File: config.mk
export PLATFORM = sky130hd
export DESIGN_NAME = nco_sine
export DESIGN_NICKNAME = d
export VERILOG_FILES = /design/src/rtl/nco_sine.sv
export SDC_FILE = /design/constraint.sdc
export NUM_CORES = 1
export LEC_CHECK = 0
export ABC_AREA = 1
export BUFFER_PORTS_ARGS = -buffer_cell sky130_fd_sc_hd__buf_2
export CAP_MARGIN = 20
export CORE_UTILIZATION = 60
export CTS_CLUSTER_SIZE = 24
export DETAILED_ROUTE_END_ITERATION = 8
export HOLD_SLACK_MARGIN = 0.08
export PLACE_DENSITY_LB_ADDON = 0.15
export SYNTH_ARGS = -nofsm -noshare
export SYNTH_HDL_FRONTEND = slang
export SYNTH_SLANG_ARGS = --single-unit
File: constraint.sdc
create_clock -name clk -period 7 [get_ports clk]
set_input_delay 1.05 -clock clk [delete_from_list [all_inputs] [get_ports clk]]
set_output_delay 1.05 -clock clk [all_outputs]
set_load 0.01 [all_outputs]
File: src/rtl/nco_sine.sv
// nco_sine: numerically controlled oscillator.
// A PHASE_WIDTH phase accumulator steps up or down by a zero-extended tuning
// word, with preload taking priority over enable. The top ADDR_WIDTH phase
// bits address a quarter-wave sine table that is unfolded by quadrant
// symmetry. The signed sample comes out through a 2-stage registered pipeline.
// Parameter constraints: INCR_WIDTH <= PHASE_WIDTH, 3 <= ADDR_WIDTH <= PHASE_WIDTH.
module nco_sine #(
  parameter int PHASE_WIDTH = 32,
  parameter int INCR_WIDTH  = 32,
  parameter int ADDR_WIDTH  = 8,
  parameter int DATA_WIDTH  = 16
) (
  input  logic                         clk,
  input  logic                         reset,
  input  logic                         enable,
  input  logic                         updn,
  input  logic                         preload,
  input  logic [PHASE_WIDTH-1:0]       pl_data,
  input  logic [INCR_WIDTH-1:0]        incr,
  output logic [PHASE_WIDTH-1:0]       phase,
  output logic                         wrap,
  output logic signed [DATA_WIDTH-1:0] sin_out,
  output logic                         valid
);

  // Table geometry: N full-wave points, M points per quadrant.
  localparam int N     = 1 << ADDR_WIDTH;
  localparam int M     = N / 4;
  localparam int IDX_W = ADDR_WIDTH - 2;
  // Magnitude width: the amplitude 2^(DATA_WIDTH-1)-1 fits without a sign bit.
  localparam int MAG_W = DATA_WIDTH - 1;

  localparam real HALF_PI = 1.57079632679489661923;
  localparam real AMP     = real'((longint'(1) << (DATA_WIDTH - 1)) - longint'(1));

  localparam logic [IDX_W:0] M_IDX = (IDX_W + 1)'(M);

  // Quarter-wave entry k: round(AMP * sin(pi/2 * k / M)). Evaluated on
  // constant arguments only, so it folds into a fixed table at elaboration.
  function automatic logic [MAG_W-1:0] quarter_entry(input int k);
    real x;
    x = AMP * $sin(HALF_PI * real'(k) / real'(M));
    // Casting real to an integral type rounds to nearest.
    return MAG_W'(longint'(x));
  endfunction

  // ---------------------------------------------------------------------------
  // Quarter-wave table, M+1 entries so the peak is stored explicitly.
  // ---------------------------------------------------------------------------
  logic [MAG_W-1:0] qtab [0:M];

  // NOTE: the table is a constant ROM, not state, so it is neither clocked nor reset.
  for (genvar k = 0; k <= M; k++) begin : g_qtab
    assign qtab[k] = quarter_entry(k);
  end

  // ---------------------------------------------------------------------------
  // State
  // ---------------------------------------------------------------------------
  logic [PHASE_WIDTH-1:0] phase_q, phase_d;
  logic                   wrap_q, wrap_d;
  logic [MAG_W-1:0]       mag1_q, mag1_d;
  logic                   neg1_q, neg1_d;
  logic [DATA_WIDTH-1:0]  sin_q, sin_d;
  logic                   prime_q, prime_d;
  logic                   valid_q, valid_d;

  // Accumulator arithmetic, kept one bit wider so carry/borrow is explicit.
  logic [PHASE_WIDTH-1:0] incr_ext;
  logic [PHASE_WIDTH:0]   sum_ext;
  logic [PHASE_WIDTH:0]   diff_ext;

  // Lookup decode.
  logic [ADDR_WIDTH-1:0]  addr;
  logic [1:0]             quad;
  logic [IDX_W-1:0]       idx;
  logic [IDX_W:0]         tab_idx;
  logic signed [DATA_WIDTH-1:0] mag_s;

  // Next phase and wrap: preload beats enable, enable beats hold.
  always_comb begin
    // NOTE: every always_comb output gets a default first so no path can infer a latch.
    incr_ext = PHASE_WIDTH'(incr);
    sum_ext  = {1'b0, phase_q} + {1'b0, incr_ext};
    diff_ext = {1'b0, phase_q} - {1'b0, incr_ext};
    phase_d  = phase_q;
    wrap_d   = 1'b0;
    if (preload) begin
      phase_d = pl_data;
    end else if (enable) begin
      if (updn) begin
        // Top bit of the widened difference is the borrow.
        phase_d = diff_ext[PHASE_WIDTH-1:0];
        wrap_d  = diff_ext[PHASE_WIDTH];
      end else begin
        phase_d = sum_ext[PHASE_WIDTH-1:0];
        wrap_d  = sum_ext[PHASE_WIDTH];
      end
    end
  end

  // Stage 1 input: quadrant unfold of the registered phase into a table read.
  always_comb begin
    addr    = phase_q[PHASE_WIDTH-1 -: ADDR_WIDTH];
    quad    = addr[ADDR_WIDTH-1 -: 2];
    idx     = addr[IDX_W-1:0];
    // Odd quadrants run the quarter table backwards from the peak.
    tab_idx = quad[0] ? (M_IDX - {1'b0, idx}) : {1'b0, idx};
    mag1_d  = qtab[tab_idx];
    // Second half of the wave is the negated first half.
    neg1_d  = quad[1];
  end

  // Stage 2 input: apply the sign to the registered magnitude.
  always_comb begin
    mag_s = signed'({1'b0, mag1_q});
    sin_d = neg1_q ? -mag_s : mag_s;
  end

  // Valid shift: high from the second edge after reset release.
  always_comb begin
    prime_d = 1'b1;
    valid_d = prime_q;
  end

  // All state registers, asynchronously cleared.
  always_ff @(posedge clk or negedge reset) begin
    if (!reset) begin
      phase_q <= '0;
      wrap_q  <= 1'b0;
      mag1_q  <= '0;
      neg1_q  <= 1'b0;
      sin_q   <= '0;
      prime_q <= 1'b0;
      valid_q <= 1'b0;
    end else begin
      // NOTE: non-blocking assignments so every register samples pre-edge values.
      phase_q <= phase_d;
      wrap_q  <= wrap_d;
      mag1_q  <= mag1_d;
      neg1_q  <= neg1_d;
      sin_q   <= sin_d;
      prime_q <= prime_d;
      valid_q <= valid_d;
    end
  end

  assign phase   = phase_q;
  assign wrap    = wrap_q;
  assign sin_out = signed'(sin_q);
  assign valid   = valid_q;

endmodule

# Yosys cells after proc, flatten, opt, wreduce, memory -nomap -nowiden
# Memory sizes are Yosys's and may differ from the RTL's. A register that Yosys moved wholly into a read port is not among the register bits.
# Cells that the tools add are included.
# W data, S select, Z words.
word_totals:
  word_cells: 22
  in_bits: 69
  regBits: 52
  memories: 1
  out_inout_bits: 50
  rom_bits: 1920
memory_table:
  columns: ["name", "depth", "word_bits", "read_ports", "rd_ports_with_merged_regs", "write_ports", "line", "rtl"]
  rows:
  - ["(name not given)", 128, 15, 1, 1, 0, "109", "mag1_d = qtab[tab_idx];"]
classes:
  n_reduce_logical: 2
  n_addsub: 4
  bitwise_logic: 1
  n_mux: 8
op_table:
  columns: ["cell", "n"]
  rows:
  - ["$mux W32", 3]
  - ["$add A32 B32 Y33", 1]
  - ["$sub A32 B32 Y33", 1]
  - ["$mux W16", 1]
  - ["$neg A15 Y16", 1]
  - ["$not A7 Y8", 1]
  - ["$mux W7", 1]
  - ["$sub A7 B6 Y7 const A", 1]
  - ["$mux W1", 3]
  - ["$reduce_bool A2 Y1", 1]
  - ["$logic_not A1 Y1", 1]

# Logic depth before layout (Yosys ltp)
logic_depth:
  depth_word: 4
  depth_mapped: 18
  depth_no_buf: 17

# Worst setup path after synthesis
# OpenSTA, ideal clock, no wires.
synth_path:
  kind: "input-to-reg"
  start: "input port incr[0]"
  end: "register phase_q[12] (netlist: phase[12])"
  path_slack_ns: 4.407
  t_required_ns: 6.877
  t_arrival_ns: 2.470
  cell_stages: 14
  n_path_buf: 0
  setup_ns: 0.123
  path_cell_list: "ha_1 fa_1 inv_1 nand3_1 nand2_1 nand2_1 nand2_1 nand3_1 nand2_1 inv_1 o21ai_1 a21oi_1 o21ai_0 nand2_1"
synth_between:
  elab_chain_len: 4
  elab_cells_between_ends: 5
  classes_between: "2 x add/sub; 3 x mux"
synth_lines:
  columns: ["item", "line", "rtl"]
  rows:
  - ["from (decl)", "19", "input logic [INCR_WIDTH-1:0] incr,"]
  - ["$add A32 B32 Y33 or $sub A32 B32 Y33 (tied branches)", "84, 85", null]
  - ["$mux W32 *", "91", "if (updn) begin"]
  - ["$mux W32 *", "90", "end else if (enable) begin"]
  - ["$mux W32 *", "88", "if (preload) begin"]
  - ["to (signal assigned)", "138", "phase_q <= phase_d;"]
  - ["to (decl)", "60", "logic [PHASE_WIDTH-1:0] phase_q, phase_d;"]
# Mark *: on every way between the ends. The rest lies on a longest branch, timed or not. The select of a mux whose other input is x is not followed.
# A chain may end at the register's enable or synchronous reset.

# Worst setup path in the final report
layout_path:
  start: "register phase_q[24] (netlist: phase[24])"
  end: "register mag1_q[3]"
layout_between:
  elab_chain_len: 3
layout_lines:
  columns: ["item", "line", "rtl"]
  rows:
  - ["$sub A7 B6 Y7", "108", "tab_idx = quad[0] ? (M_IDX - {1'b0, idx}) : {1'b0, idx};"]
  - ["$mux W7 *", "108", null]
  - ["$not A7 Y8 (not written as such) *", "109", null]
  - ["to (decl)", "62", "logic [MAG_W-1:0] mag1_q, mag1_d;"]
# Mark *: on every way between the ends. The rest lies on a longest branch, timed or not.

==> reports/metrics.csv <==
metric,value,unit
setup.worst_path.end_class,flip-flop,
postSynthAreaPerCell,5.82,um^2
grt_use_total,0.412,
cp-startpoint,phase[24]$_DFFE_PN0P_,
grt-ovfl-total,0,
dp_hpwl,25200,um
worst-endpoint-arrival,3.46,ns
tritoncts,built,
cts_root_buffer,sky130_fd_sc_hd__clkbuf_16,
detail-route-antenna-nets,0,
die_area,15900,um^2
antenna_cells_inserted,0,
synth.ff_latch_count,67,
setup_repair_after_global_routing_missed_its_margin,false,
row_count,44,
status,completed,
combinationalPowerShare,0.592,
ir_drop,0.132,mV
vias,10828,
finalWirelength,32600,um
finalClockSkew,0.0162,ns
area_of_the_multi_input_gates,6160,um^2
synth-seq-area-share,0.182,
effective_utilization_at_floorplan,0.625,
path_max_fanout,25,
weighted_congestion_at_the_end_of_routability_driven_global_placement,1.06,
power.density,272,nW/um^2
synth_edf_count,0,
critical_path.top_delay_family,simple AND/OR/NAND/NOR gates,
reg2reg_from,phase[24]$_DFFE_PN0P_,
clock_insertion_delay_worst_skew,0.36,ns
critical-path-max-stage-delay,0.71,ns
detail_route.vias_per_cell,5.85,
yosys.cell_types.count,49,
ctsHoldBuffers,0,
grt_first_pass_wirelength,50900,um
first_global_vias,9990,
max_slew.worst_pin.slew,1.06,ns
most_frequent_cell_on_the_critical_path,sky130_fd_sc_hd__nand2_1,
synthCells,1584,
report.final.hold_viol_count,0,
grt_start_max_net_pins,68,
hold-worst-slack,0.360,ns
wl_per_cell,17.6,um
clk_pin_slew_worst_paths,0.06,ns
timing.critical_path.from_type,flip-flop,
clock_tree.htree_level_count,3,
num-nets-final,1813,
setup_tns_final,0,ns
clkSinkCount,67,
fp.dieH,126,um
timing.setup.critical_path_class,flip-flop to flip-flop,
cts_post_setup_buffers_inserted,0,
post-route-drc-count,0,
ctsLongestPathBuffers,2,
io_buffer_count,118,
cts_resized,0,
fp.coreArea,14800,um^2
path_class_of_the_lowest_slack_min_delay_path,flip-flop to flip-flop,
setup_violations,0,
numCtsBuffers,9,
power.share.sequential,0.224,
timing.max_cap.violations,0,
total_leakage_power,0.00579,uW
fraction_of_final_layout_cells_sized_beyond_drive_strength_1,0.110,
clock_power_frac,0.184,
final_period_minus_worst_setup_slack,3.28,ns
die_x,126,um
filler_cell_count,1394,
synth_area,9220,um^2
critical_path_required,7.18,ns
postSynth.topFlopCell,sky130_fd_sc_hd__dfrtp_1,
timing_max_transition_violations_final,0,
net_switching_share_of_the_total_power,0.525,
p_int,1290,uW
slew_headroom,0.291,
yosys_warnings,0,
synthesis.nets,1734,
dr.pass1.iters,6,
achievable-frequency,0.305,GHz
postSynth.asyncResetShare,1.00,
period_share,0.469,
drt_first_iter_violations,1329,
critical_path.cell_chain,inv_2 -> ha_1 -> inv_1 -> nand3_1 -> nand2_2 -> inv_2 -> nand2_1 -> nand2_1 -> a21oi_1 -> nand2_1 -> nand2_1 -> nand3_1,
critical-path-slowest-cell,sky130_fd_sc_hd__dfrtp_1,
antenna_found_initial,1,
critPathBufInv,3,
power_switching,1430,uW
number_of_top_level_pins,119,
worstHoldStart,prime_q$_DFF_PN0_,
area_growth,8.72,%
ff_latch_area,1680,um^2
-- layout by cell type, fill, tap and decap left out, types with 5 or more instances in the layout --
| master | count |
|---|---|
| sky130_fd_sc_hd__and2_1 | 7 |
| sky130_fd_sc_hd__nand2_1 | 544 |
| sky130_fd_sc_hd__nor2_2 | 18 |
| sky130_fd_sc_hd__dfrtp_1 | 67 |
| sky130_fd_sc_hd__nand4_1 | 25 |
| sky130_fd_sc_hd__o21bai_1 | 9 |
| sky130_fd_sc_hd__inv_2 | 9 |
| sky130_fd_sc_hd__xnor2_1 | 5 |
| sky130_fd_sc_hd__buf_4 | 5 |
| sky130_fd_sc_hd__nand3_1 | 121 |
| sky130_fd_sc_hd__xor2_1 | 19 |
| sky130_fd_sc_hd__o21ai_1 | 10 |
| sky130_fd_sc_hd__ha_1 | 79 |
| sky130_fd_sc_hd__inv_1 | 260 |
| sky130_fd_sc_hd__buf_2 | 118 |
| sky130_fd_sc_hd__o211ai_1 | 11 |
| sky130_fd_sc_hd__o21ai_0 | 77 |
| sky130_fd_sc_hd__nor3_1 | 16 |
| sky130_fd_sc_hd__nand2_2 | 6 |
| sky130_fd_sc_hd__a21oi_1 | 62 |
| sky130_fd_sc_hd__nor2_1 | 116 |
| sky130_fd_sc_hd__clkbuf_16 | 9 |
| sky130_fd_sc_hd__a22oi_1 | 25 |
-- power groups by stage --
stage | Combinational (uW) | Sequential [uW] | Clock (uW)
finish | 1610 | 610 | 500
global route | 1770 | 620 | 517
CTS | 1560 | 607 | 501
detailed placement | 1550 | 613 | 0
global placement | 1530 | 601 | 0
floorplan | 1090 | 619 | 0
-- area by class of cell --
class / count / share of cell area
Clock buffer: 9 / 0.0225
Clock inverter: 7 / 0.00812
Sequential cell: 67 / 0.167
Tap cell: 184 / 0.0230
Inverter: 270 / 0.101
Timing Repair Buffer: 123 / 0.0627
Multi-Input combinational cell: 1192 / 0.615
-- path summary, 6_finish.rpt --
kind                                    endpoint  slack [ns]  cells after the start
setup / recovery             mag1_q[3]$_DFF_PN0_        3.72                     12
hold / removal                   valid$_DFF_PN0_        0.36                      0
setup reg to reg             mag1_q[3]$_DFF_PN0_        3.72                     12
hold reg to reg                  valid$_DFF_PN0_        0.36                      0
max in group asynchronous   phase[4]$_DFFE_PN0P_        5.45                      2
min in group asynchronous  phase[12]$_DFFE_PN0P_        0.91                      2
-- sequential cells by signal (all words and copies together), names as in the netlist --
signal	cells
mag1_q	15
wrap	1
phase	32
neg1_q	1
sin_out	16
prime_q	1
valid	1
-- stage by stage --
| step | worst slack (ns) | cell area [um^2] | instances | total power (uW) | utilization |
|---|---|---|---|---|---|
| after floorplan | 4.41 | 9220 | 1584 | 1710 | - |
| after global routing | 3.51 | 10000 | 1852 | 2910 | 0.679 |
| after CTS | 3.84 | 10000 | 1852 | 2670 | 0.679 |
| after detailed placement | 3.71 | 9710 | 1836 | 2160 | 0.658 |
| final | 3.72 | 10000 | 1852 | 2720 | 0.679 |
| after global placement | 3.83 | 9710 | 1836 | 2130 | 0.658 |
-- worst register-to-register path, stage by stage (launching register included) --
cell and delay, ns:
sky130_fd_sc_hd__dfrtp_1 0.71, sky130_fd_sc_hd__inv_2 0.27, sky130_fd_sc_hd__ha_1 0.28, sky130_fd_sc_hd__inv_1 0.07, sky130_fd_sc_hd__nand3_1 0.09, sky130_fd_sc_hd__nand2_2 0.41, sky130_fd_sc_hd__inv_2 0.29, sky130_fd_sc_hd__nand2_1 0.33
sky130_fd_sc_hd__nand2_1 0.08, sky130_fd_sc_hd__a21oi_1 0.31, sky130_fd_sc_hd__nand2_1 0.09, sky130_fd_sc_hd__nand2_1 0.07, sky130_fd_sc_hd__nand3_1 0.11
-- layer usage --
metal	part of all wire	vias to the layer above	GRT usage	wire length [um]
met1	0.41	4896	0.560	13400
met2	0.43	679	0.630	14000
met3	0.12	106	0.0901	3860
met5	0.00040	-	0	13
met4	0.039	2	0.173	1270
li1	-	5145	-	-
-- cells by family (layout without fill, tap and decap cells) --
kind of cell	count (synthesis)	after routing	synth area share
buffers and inverters	325	409	0.150
other	1	1	0.000407
AOI/OAI and AO/OA	217	217	0.137
and+or+nand+nor	867	867	0.393
adders and majority gates	81	81	0.112
xor gates and xnor gates	26	26	0.0255
DFF	67	67	0.182
-- cells in the mapped netlist (5+ instances only) --
library cell               instances  share of area
sky130_fd_sc_hd__nor2_1          117          0.048
sky130_fd_sc_hd__o21bai_1          9         0.0073
sky130_fd_sc_hd__clkbuf_1         13         0.0053
sky130_fd_sc_hd__a22oi_1          25          0.020
sky130_fd_sc_hd__o21ai_0          77          0.042
sky130_fd_sc_hd__o211ai_1         11         0.0090
sky130_fd_sc_hd__a21oi_1          62          0.034
sky130_fd_sc_hd__nand2_2           6         0.0041
sky130_fd_sc_hd__buf_2            18         0.0098
sky130_fd_sc_hd__buf_6            15          0.018
sky130_fd_sc_hd__inv_2             9         0.0037
sky130_fd_sc_hd__nor3_1           16         0.0087
sky130_fd_sc_hd__and2_1            7         0.0048
sky130_fd_sc_hd__nand4_1          25          0.017
sky130_fd_sc_hd__inv_1           260           0.11
sky130_fd_sc_hd__o21ai_1          10         0.0054
sky130_fd_sc_hd__xor2_1           20          0.019
sky130_fd_sc_hd__nor2_2           17          0.012
sky130_fd_sc_hd__buf_4             7         0.0057
sky130_fd_sc_hd__nand2_1         544           0.22
sky130_fd_sc_hd__xnor2_1           5         0.0048
sky130_fd_sc_hd__dfrtp_1          67           0.18
sky130_fd_sc_hd__nand3_1         121          0.066
sky130_fd_sc_hd__ha_1             79           0.11
Power figures use the tool's default switching activity.
